[config.mk]
export PLATFORM = sky130hd
export DESIGN_NAME = cnt_sequencer
export DESIGN_NICKNAME = d
export VERILOG_FILES = /design/src/rtl/cnt_sequencer.sv
export SDC_FILE = /design/constraint.sdc
export NUM_CORES = 1
export LEC_CHECK = 0
export CAP_MARGIN = 20
export CORE_MARGIN = 1
export CORE_UTILIZATION = 35
export DETAILED_ROUTE_END_ITERATION = 8
export PLACE_DENSITY = 0.62
export SYNTH_ARGS = -nofsm -noshare
export SYNTH_HDL_FRONTEND = slang
export SYNTH_SLANG_ARGS = --single-unit
[constraint.sdc]
create_clock -name clk -period 4.7 [get_ports clk]
set_clock_uncertainty 0.2 [all_clocks]
set_input_delay 0.94 -clock clk [delete_from_list [all_inputs] [get_ports clk]]
set_output_delay 0.94 -clock clk [all_outputs]
set_load 0.03 [all_outputs]
[src/rtl/cnt_sequencer.sv]
`default_nettype none
// ============================================================================
//  Module   : cnt_sequencer
//  Purpose  : Command sequencer for a 16-bit up/down counter: load, verify,
//             count to target, report done/err.
//  Revision : 1.0  initial release
// ============================================================================
module cnt_sequencer #(
  parameter int WIDTH       = 16,
  parameter int WDOG_CYCLES = 65540
) (
  input  logic             clk,
  input  logic             rst,
  input  logic             cmd_valid,
  output logic             cmd_ready,
  input  logic [WIDTH-1:0] cmd_start,
  input  logic [WIDTH-1:0] cmd_target,
  input  logic             cmd_dir,
  input  logic             abort,
  input  logic [WIDTH-1:0] cnt_value,
  output logic             ld_cnt,
  output logic             updn_cnt,
  output logic             count_enb,
  output logic [WIDTH-1:0] data_in,
  output logic             busy,
  output logic             done,
  output logic             err
);

  localparam int                WDOG_W     = $clog2(WDOG_CYCLES + 1);
  localparam logic [WDOG_W-1:0] WDOG_LIMIT = WDOG_W'(WDOG_CYCLES);

  localparam logic [2:0] S_IDLE   = 3'd0;
  localparam logic [2:0] S_LOAD   = 3'd1;
  localparam logic [2:0] S_VERIFY = 3'd2;
  localparam logic [2:0] S_RUN    = 3'd3;
  localparam logic [2:0] S_DONE   = 3'd4;
  localparam logic [2:0] S_ERR    = 3'd5;

  logic [2:0]        state_q,   state_d;
  logic [WIDTH-1:0]  start_q,   start_d;
  logic [WIDTH-1:0]  target_q,  target_d;
  logic              dir_q,     dir_d;
  logic [WDOG_W-1:0] wdog_q,    wdog_d;
  logic              ld_cnt_q,  ld_cnt_d;
  logic              updn_q,    updn_d;
  logic [WIDTH-1:0]  data_in_q, data_in_d;
  logic              busy_q,    busy_d;
  logic              done_q,    done_d;
  logic              err_q,     err_d;
  logic              ready_q,   ready_d;

  logic              at_target;
  logic [WIDTH-1:0]  next_value;
  logic              run_enb;
  logic [WDOG_W-1:0] wdog_inc;

  assign at_target  = (cnt_value == target_q);
  assign next_value = dir_q ? (cnt_value + WIDTH'(1)) : (cnt_value - WIDTH'(1));
  assign wdog_inc   = wdog_q + WDOG_W'(1);
  // Enable is combinational from cnt_value so the counter stops exactly on
  // target; abort and reset cut it in the same cycle.
  assign run_enb    = (state_q == S_RUN) && !at_target && !abort && !rst;

  always_comb begin
    state_d   = state_q;
    start_d   = start_q;
    target_d  = target_q;
    dir_d     = dir_q;
    wdog_d    = wdog_q;
    data_in_d = data_in_q;
    updn_d    = updn_q;

    case (state_q)
      S_IDLE: begin
        if (cmd_valid && ready_q) begin
          state_d   = S_LOAD;
          start_d   = cmd_start;
          target_d  = cmd_target;
          dir_d     = cmd_dir;
          data_in_d = cmd_start;
          updn_d    = cmd_dir;
        end
      end
      S_LOAD: begin
        state_d = abort ? S_ERR : S_VERIFY;
      end
      S_VERIFY: begin
        if (abort || (cnt_value != start_q)) begin
          state_d = S_ERR;
        end else if (start_q == target_q) begin
          state_d = S_DONE;
        end else begin
          state_d = S_RUN;
          wdog_d  = '0;
        end
      end
      S_RUN: begin
        wdog_d = wdog_inc;
        // Completion is taken on the last enabled cycle so done follows it directly.
        if (at_target || (run_enb && (next_value == target_q))) begin
          state_d = S_DONE;
        end else if (abort || (wdog_inc == WDOG_LIMIT)) begin
          state_d = S_ERR;
        end
      end
      S_DONE:  state_d = S_IDLE;
      S_ERR:   state_d = S_IDLE;
      default: state_d = S_IDLE;
    endcase

    ld_cnt_d = (state_d != S_LOAD);
    busy_d   = (state_d != S_IDLE);
    done_d   = (state_d == S_DONE);
    err_d    = (state_d == S_ERR);
    ready_d  = (state_d == S_IDLE);
  end

  always_ff @(posedge clk) begin
    if (rst) begin
      state_q   <= S_IDLE;
      start_q   <= '0;
      target_q  <= '0;
      dir_q     <= 1'b0;
      wdog_q    <= '0;
      ld_cnt_q  <= 1'b1;
      updn_q    <= 1'b1;
      data_in_q <= '0;
      busy_q    <= 1'b0;
      done_q    <= 1'b0;
      err_q     <= 1'b0;
      ready_q   <= 1'b1;
    end else begin
      state_q   <= state_d;
      start_q   <= start_d;
      target_q  <= target_d;
      dir_q     <= dir_d;
      wdog_q    <= wdog_d;
      ld_cnt_q  <= ld_cnt_d;
      updn_q    <= updn_d;
      data_in_q <= data_in_d;
      busy_q    <= busy_d;
      done_q    <= done_d;
      err_q     <= err_d;
      ready_q   <= ready_d;
    end
  end

  assign cmd_ready = ready_q;
  assign ld_cnt    = ld_cnt_q;
  assign updn_cnt  = updn_q;
  assign count_enb = run_enb;
  assign data_in   = data_in_q;
  assign busy      = busy_q;
  assign done      = done_q;
  assign err       = err_q;

endmodule
`default_nettype wire

# Word-level counts from Yosys, hierarchy flattened
# Cells that the tools add are included.
[word_totals]
ff_bits = 59
word_cells = 55
output_inout_bits = 23
in_bits = 53
[classes]
n_addsub = 3
reduce_logical = 17
muxes = 11
eq_ne = 13
[ops]
columns = ["operator", "n"]
rows = [
  ["== test 16 bit", 3],
  ["two-way mux 17 bit", 2],
  ["one-hot mux 17 bit (2 select lines)", 1],
  ["two-way mux 3 bit", 6],
  ["adder 17 x 1 -> 17 bit (second input constant)", 1],
  ["== test 17 bit (second input constant)", 1],
  ["adder 16 x 1 -> 16 bit (second input constant)", 1],
  ["two-way mux 16 bit", 1],
  ["inequality test 16 bit", 1],
  ["subtractor 16 x 1 -> 16 bit (second input constant)", 1],
  ["one-hot mux 3 bit (4 select lines)", 1],
  ["== test 3 x 2 -> 1 bit (second input constant)", 2],
  ["== test 3 bit (second input constant)", 2],
  ["logical NOT 3 bit", 2],
  ["logical AND 1 bit", 5],
  ["inequality test 2 bit (second input constant)", 2],
  ["== test 3 x 1 -> 1 bit (second input constant)", 1],
  ["logical NOT 1 bit", 3],
  ["logical OR 1 bit", 3],
  ["inequality test 3 x 1 -> 1 bit (second input constant)", 1],
  ["AND reduction 3 bit", 1],
  ["nonzero test 3 bit", 1],
  ["AND reduction 2 bit", 1],
  ["nonzero test 2 bit", 1],
]

# Depth between registers and ports, before layout
[logic_depth]
depth_word = 10
mapped_depth = 11
depth_no_buf = 10

# Worst setup path before layout
# OpenSTA, ideal clock, no wires.
[synth_path]
path_kind = "input to register"
startpoint = "in cnt_value[6]"
endpoint = "reg done_q (netlist: done)"
setup_time_ns = 0.066
arrival_time_ns = 3.267
required_ns = 4.434
cell_stages = 10
path_slack_ns = 1.168
path_buffers = 1
cell_sequence = "ha_1 > buf_6 > xnor2_2 > a211oi_2 > a221oi_1 > nand3b_1 > or4_1 > or4_4 > a31oi_4 > a21boi_2"
[synth_between]
elab_chain_cells = 10
word_cells_on_any_way = 17
classes_between = "2 x add/sub; 4 x eq/ne; 4 x mux; 7 x reduce/logical"
[synth_lines]
columns = ["element", "line", "text"]
rows = [
  ["from (decl)", "20", "input logic [WIDTH-1:0] cnt_value,"],
  ["branches (longest 8 deep; another with subtractor 16 x 1 -> 16 bit)", "--", ""],
  ["one-hot mux 3 bit (4 select lines) (*)", "74", "case (state_q)"],
  ["== test 3 bit (*)", "114", "done_d = (state_d == S_DONE);"],
  ["to (signal assigned)", "143", "done_q <= done_d;"],
  ["to (decl)", "49", "logic done_q, done_d;"],
]
# Every way passes the cells marked *.
# A chain may end at the register's enable or synchronous reset.

# Final worst setup path
[layout_path]
startpoint = "in cnt_value[0]"
endpoint = "out count_enb"
[layout_between]
elab_chain_cells = 5
[layout_lines]
columns = ["element", "line", "text"]
rows = [
  ["== test 16 bit", "58", "assign at_target = (cnt_value == target_q);"],
  ["logical NOT 1 bit", "63", "assign run_enb = (state_q == S_RUN) && !at_target && !abort && !rst;"],
  ["logical AND 1 bit (3 in series)", "63", ""],
  ["to (decl)", "23", "output logic count_enb,"],
]
# Every way passes these cells.

==> summary.md <==
| Metric | Value |
|---|---|
| Mapped Cells | `just under 600` |
| H-tree levels | `3` |
| Status | `complete, no violations` |
| Post-Syn Area | `4477 sq um` |
| Hold Path Sink | `updn_cnt` |
| Worst Hold Class | `flop to flop` |
| Die ar. | `around 13000 sq um` |
| Initial core utilization | `about 37%` |
| # IOs | `76` |
| Hold Path Stages | `2` |
| First-pass DRT Iterations | `5` |
| CTS Sinks | `59` |
| DP HPWL | `just over 10 mm` |
| DR vias/cell | `5.501` |
| Slowest-stage cell, CP | `clkdlybuf4s50_1` |
| Most used DFF post-synth | `dfxtp_1` |
| Max Root-Sink Buffers | `2` |
| Setup tns final | `0 ps` |
| Combinational family with the most area after synthesis | `simple AND/OR/NAND/NOR gates` |
| Syn-to-layout area delta | `24.26%` |
| Worst Tran Pin Value | `around 700 ps` |
| Worst relative slew slack | `a little over half` |
| Gpl congestion | `between 0.9 and 1` |
| Final core area utilization | `a little under half` |
| Seq/Total Area, Yosys | `a little over a quarter` |
| Global-route wire length before repair | `21.78 mm` |
| Number of synthesized flops with an enable pin | `0` |
| Std-Cell Core Area | `about 12000 sq um` |
| R2R setup slack | `roughly 970 ps` |
| Row cnt | `40` |
| Synth Area in XOR/XNOR | `between 10% and 20%` |
| Reg-to-reg startpoint | `dir_q` |
| Filler cell count | `1213` |
| Post-CTS setup buffers | `0` |
| Total Wirelength | `approximately 14 mm` |
| Synth Area in Simple Gates | `about 27%` |
| PwrDens | `about 320 nW/um^2` |
| Largest net degree at the start of global routing | `57` |
| Share of cells above drive strength 1 | `7.883%` |
| Crit path largest cell delay | `~620 ps` |
| Syn Nets | `approximately 650` |
| CTS tree | `done` |
| Yosys warns | `0` |
| Nets | `approximately 710` |
| Initial antenna violation count | `0` |
| RSZ-0062 raised after global routing | `no` |
| Crit Path Category | `input pin to primary output` |
| Crit start category | `input pin` |
| Register bit count reported by yosys | `between 50 and 60` |
| Post-synthesis compound-gate area fraction | `between 20% and 30%` |
| Fmax achieved | `roughly 0.23 GHz` |
| Critical Path RT | `3560 ps` |
| Worst R2R Path Depth | `10` |
| CP endpoint kind | `primary output` |
| Vias in the first global route | `roughly 4200` |
| Final setup viols | `0` |
| Count of cell types in the netlist | `78` |
| CP Cell Sequence | `clkdlybuf4s50_1 -> xor2_1 -> nor4_1 -> nand4_2 -> nand2b_1 -> nor2_1 -> clkdlybuf4s50_1` |
| Crit path time final | `about 4400 ps` |
| Clock Latency Late Sink | `330 ps` |
| Final Cycle Share | `92.67%` |
| Port buffer count | `75` |
| Register area | `~1200 sq um` |
| Die height | `roughly 120 um` |
| CP most frequent cell | `clkdlybuf4s50_1` |
| Synthesized area per cell | `about 7.7 sq um` |
| Drt drc | `0` |
| Total clock buffers created by CTS | `9` |
| DR iter-0 viols | `about 360` |
| Share of synthesized flip-flops with an asynchronous set or reset | `0%` |
| Worst-path clk slew | `about 50 ps` |
| Total GRT Usage | `21.45%` |
| Most frequent cells in the layout | `88 x nand2_1, 74 x a21oi_1, 74 x clkdlybuf4s50_1, 59 x dfxtp_1, 39 x xnor2_1` |
| Final hold vios | `0` |
| Commonest non-fill, non-tap cell in the layout | `nand2_1` |
| CP arrival | `roughly 3200 ps` |
| Final ANT Viol Nets | `0` |
| Pins Over Slew Limit | `0` |
| Cts hold-fix bufs | `0` |
| Pleak | `approximately 2 nW` |
| Hold path start | `updn_cnt` |
| Antenna diodes | `0` |
| RR Endpoint | `done` |
| CTS Root Cell | `clkbuf_16` |
| Area taken by multi-input logic gates | `between 3000 and 4000 sq um` |
| Post-synthesis adder-cell area fraction | `under 10%` |
| Post-cts resize count | `0` |
| Grt total ovfl | `0` |
| Crit path max fanout | `5` |
| Via count | `between 4000 and 5000` |
| Post-synthesis mux area share | `less than 1%` |
| WL/cell | `~17 um` |
| Max-cap violations | `0` |
| Max IR drop VDD | `about 0.19 mV` |
| Die X | `115.1 um` |
[report_power, final]
group,switching [mW],internal [mW]
Sequential,0.0577,0.537
Combinational,0.354,0.264
Clock,0.239,0.352
Total,0.650,1.15
[critical path: cells and delay by family]
family                 cells  cell delay [ps]
AND/OR/NAND/NOR            4              880
buffers and inverters      2             1220
XOR/XNOR                   1              170
[cells in the mapped netlist, drive strengths merged, types with 2 or more instances]
master	n	share of area, %
nand4	12	1.8
a211oi	9	1.7
buf	9	1.8
or4	2	0.42
mux2i	3	0.67
a31oi	8	1.5
inv	10	0.84
nand4b	5	0.98
dfxtp	59	26
o22ai	2	0.28
nor4	12	1.8
a22oi	3	0.50
a211o	2	0.42
or3b	2	0.39
nor3	15	1.7
o211ai	7	1.4
or3	3	0.45
and4b	2	0.45
xor2	31	6.1
ha	15	4.2
nand2b	11	1.6
a2111oi	4	0.92
o2111ai	3	0.59
clkbuf	24	2.0
a21o	5	0.87
nand3	14	1.6
and4	5	0.98
xnor2	40	8.0
nand2	88	7.4
o21a	5	0.84
nand3b	5	0.84
and2b	2	0.36
nor2	39	3.3
and3	6	0.84
or2	3	0.42
and2	5	0.78
a21oi	75	8.5
o21ai	23	2.7
[flip-flops by register name, indices dropped and copies added (netlist names)]
| name | cells |
|---|---|
| done | 1 |
| updn_cnt | 1 |
| data_in | 16 |
| cmd_ready | 1 |
| target_q | 16 |
| ld_cnt | 1 |
| dir_q | 1 |
| err | 1 |
| wdog_q | 17 |
| state_q | 3 |
| busy | 1 |
[area by class of cell]
type                            count  share of cell area [%]
Tap cell                          168                   3.779
Inverter                           10                  0.6748
Multi-Input combinational cell    483                   55.51
Sequential cell                    59                   21.23
Clock inverter                      7                  0.8097
Clock buffer                        9                   4.049
Timing Repair Buffer               79                   13.95
[stage by stage]
step | setup slack (ps) | instance area, sq um | hold WS [ps] | total power, mW | instances
2_1_floorplan | 1168 | 4477 | 271.6 | 1.017 | 585
3_3_place_gp | 257.0 | 5293 | 256.6 | 1.214 | 799
3_5_place_dp | 249.3 | 5293 | 260.7 | 1.212 | 799
4_1_cts | 351.8 | 5563 | 280.1 | 1.810 | 815
5_1_grt | 253.7 | 5563 | 319.0 | 1.899 | 815
6_report | 344.6 | 5563 | 276.0 | 1.803 | 815
[cells by family after synthesis]
logic type | Yosys count
compound gates | 157
xor+xnor | 71
fa+ha+maj | 16
buf+inv | 43
flops | 59
mux | 4
simple gates | 235
[worst max-delay path by stage]
stage / from / to / slack, ps / depth (start not counted)
after floorplan: cnt_value[6] / done / 1170 / 10
after global placement: cnt_value[0] / done / 260 / 11
after detailed placement: cnt_value[0] / done / 250 / 11
after CTS: cnt_value[0] / count_enb / 350 / 7
after global routing: cnt_value[0] / count_enb / 250 / 7
final: cnt_value[0] / count_enb / 340 / 7
[per-layer routing]
layer / vias up / routed length (um) / global-route usage (%)
met2: 127 / 6101 / 32.93
li1: 2219 / - / -
met1: 2117 / 6760 / 30.02
met5: - / 0 / 0
met4: 0 / 258 / 7.879
met3: 20 / 565 / 3.637
Power figures use the tool's default switching activity.
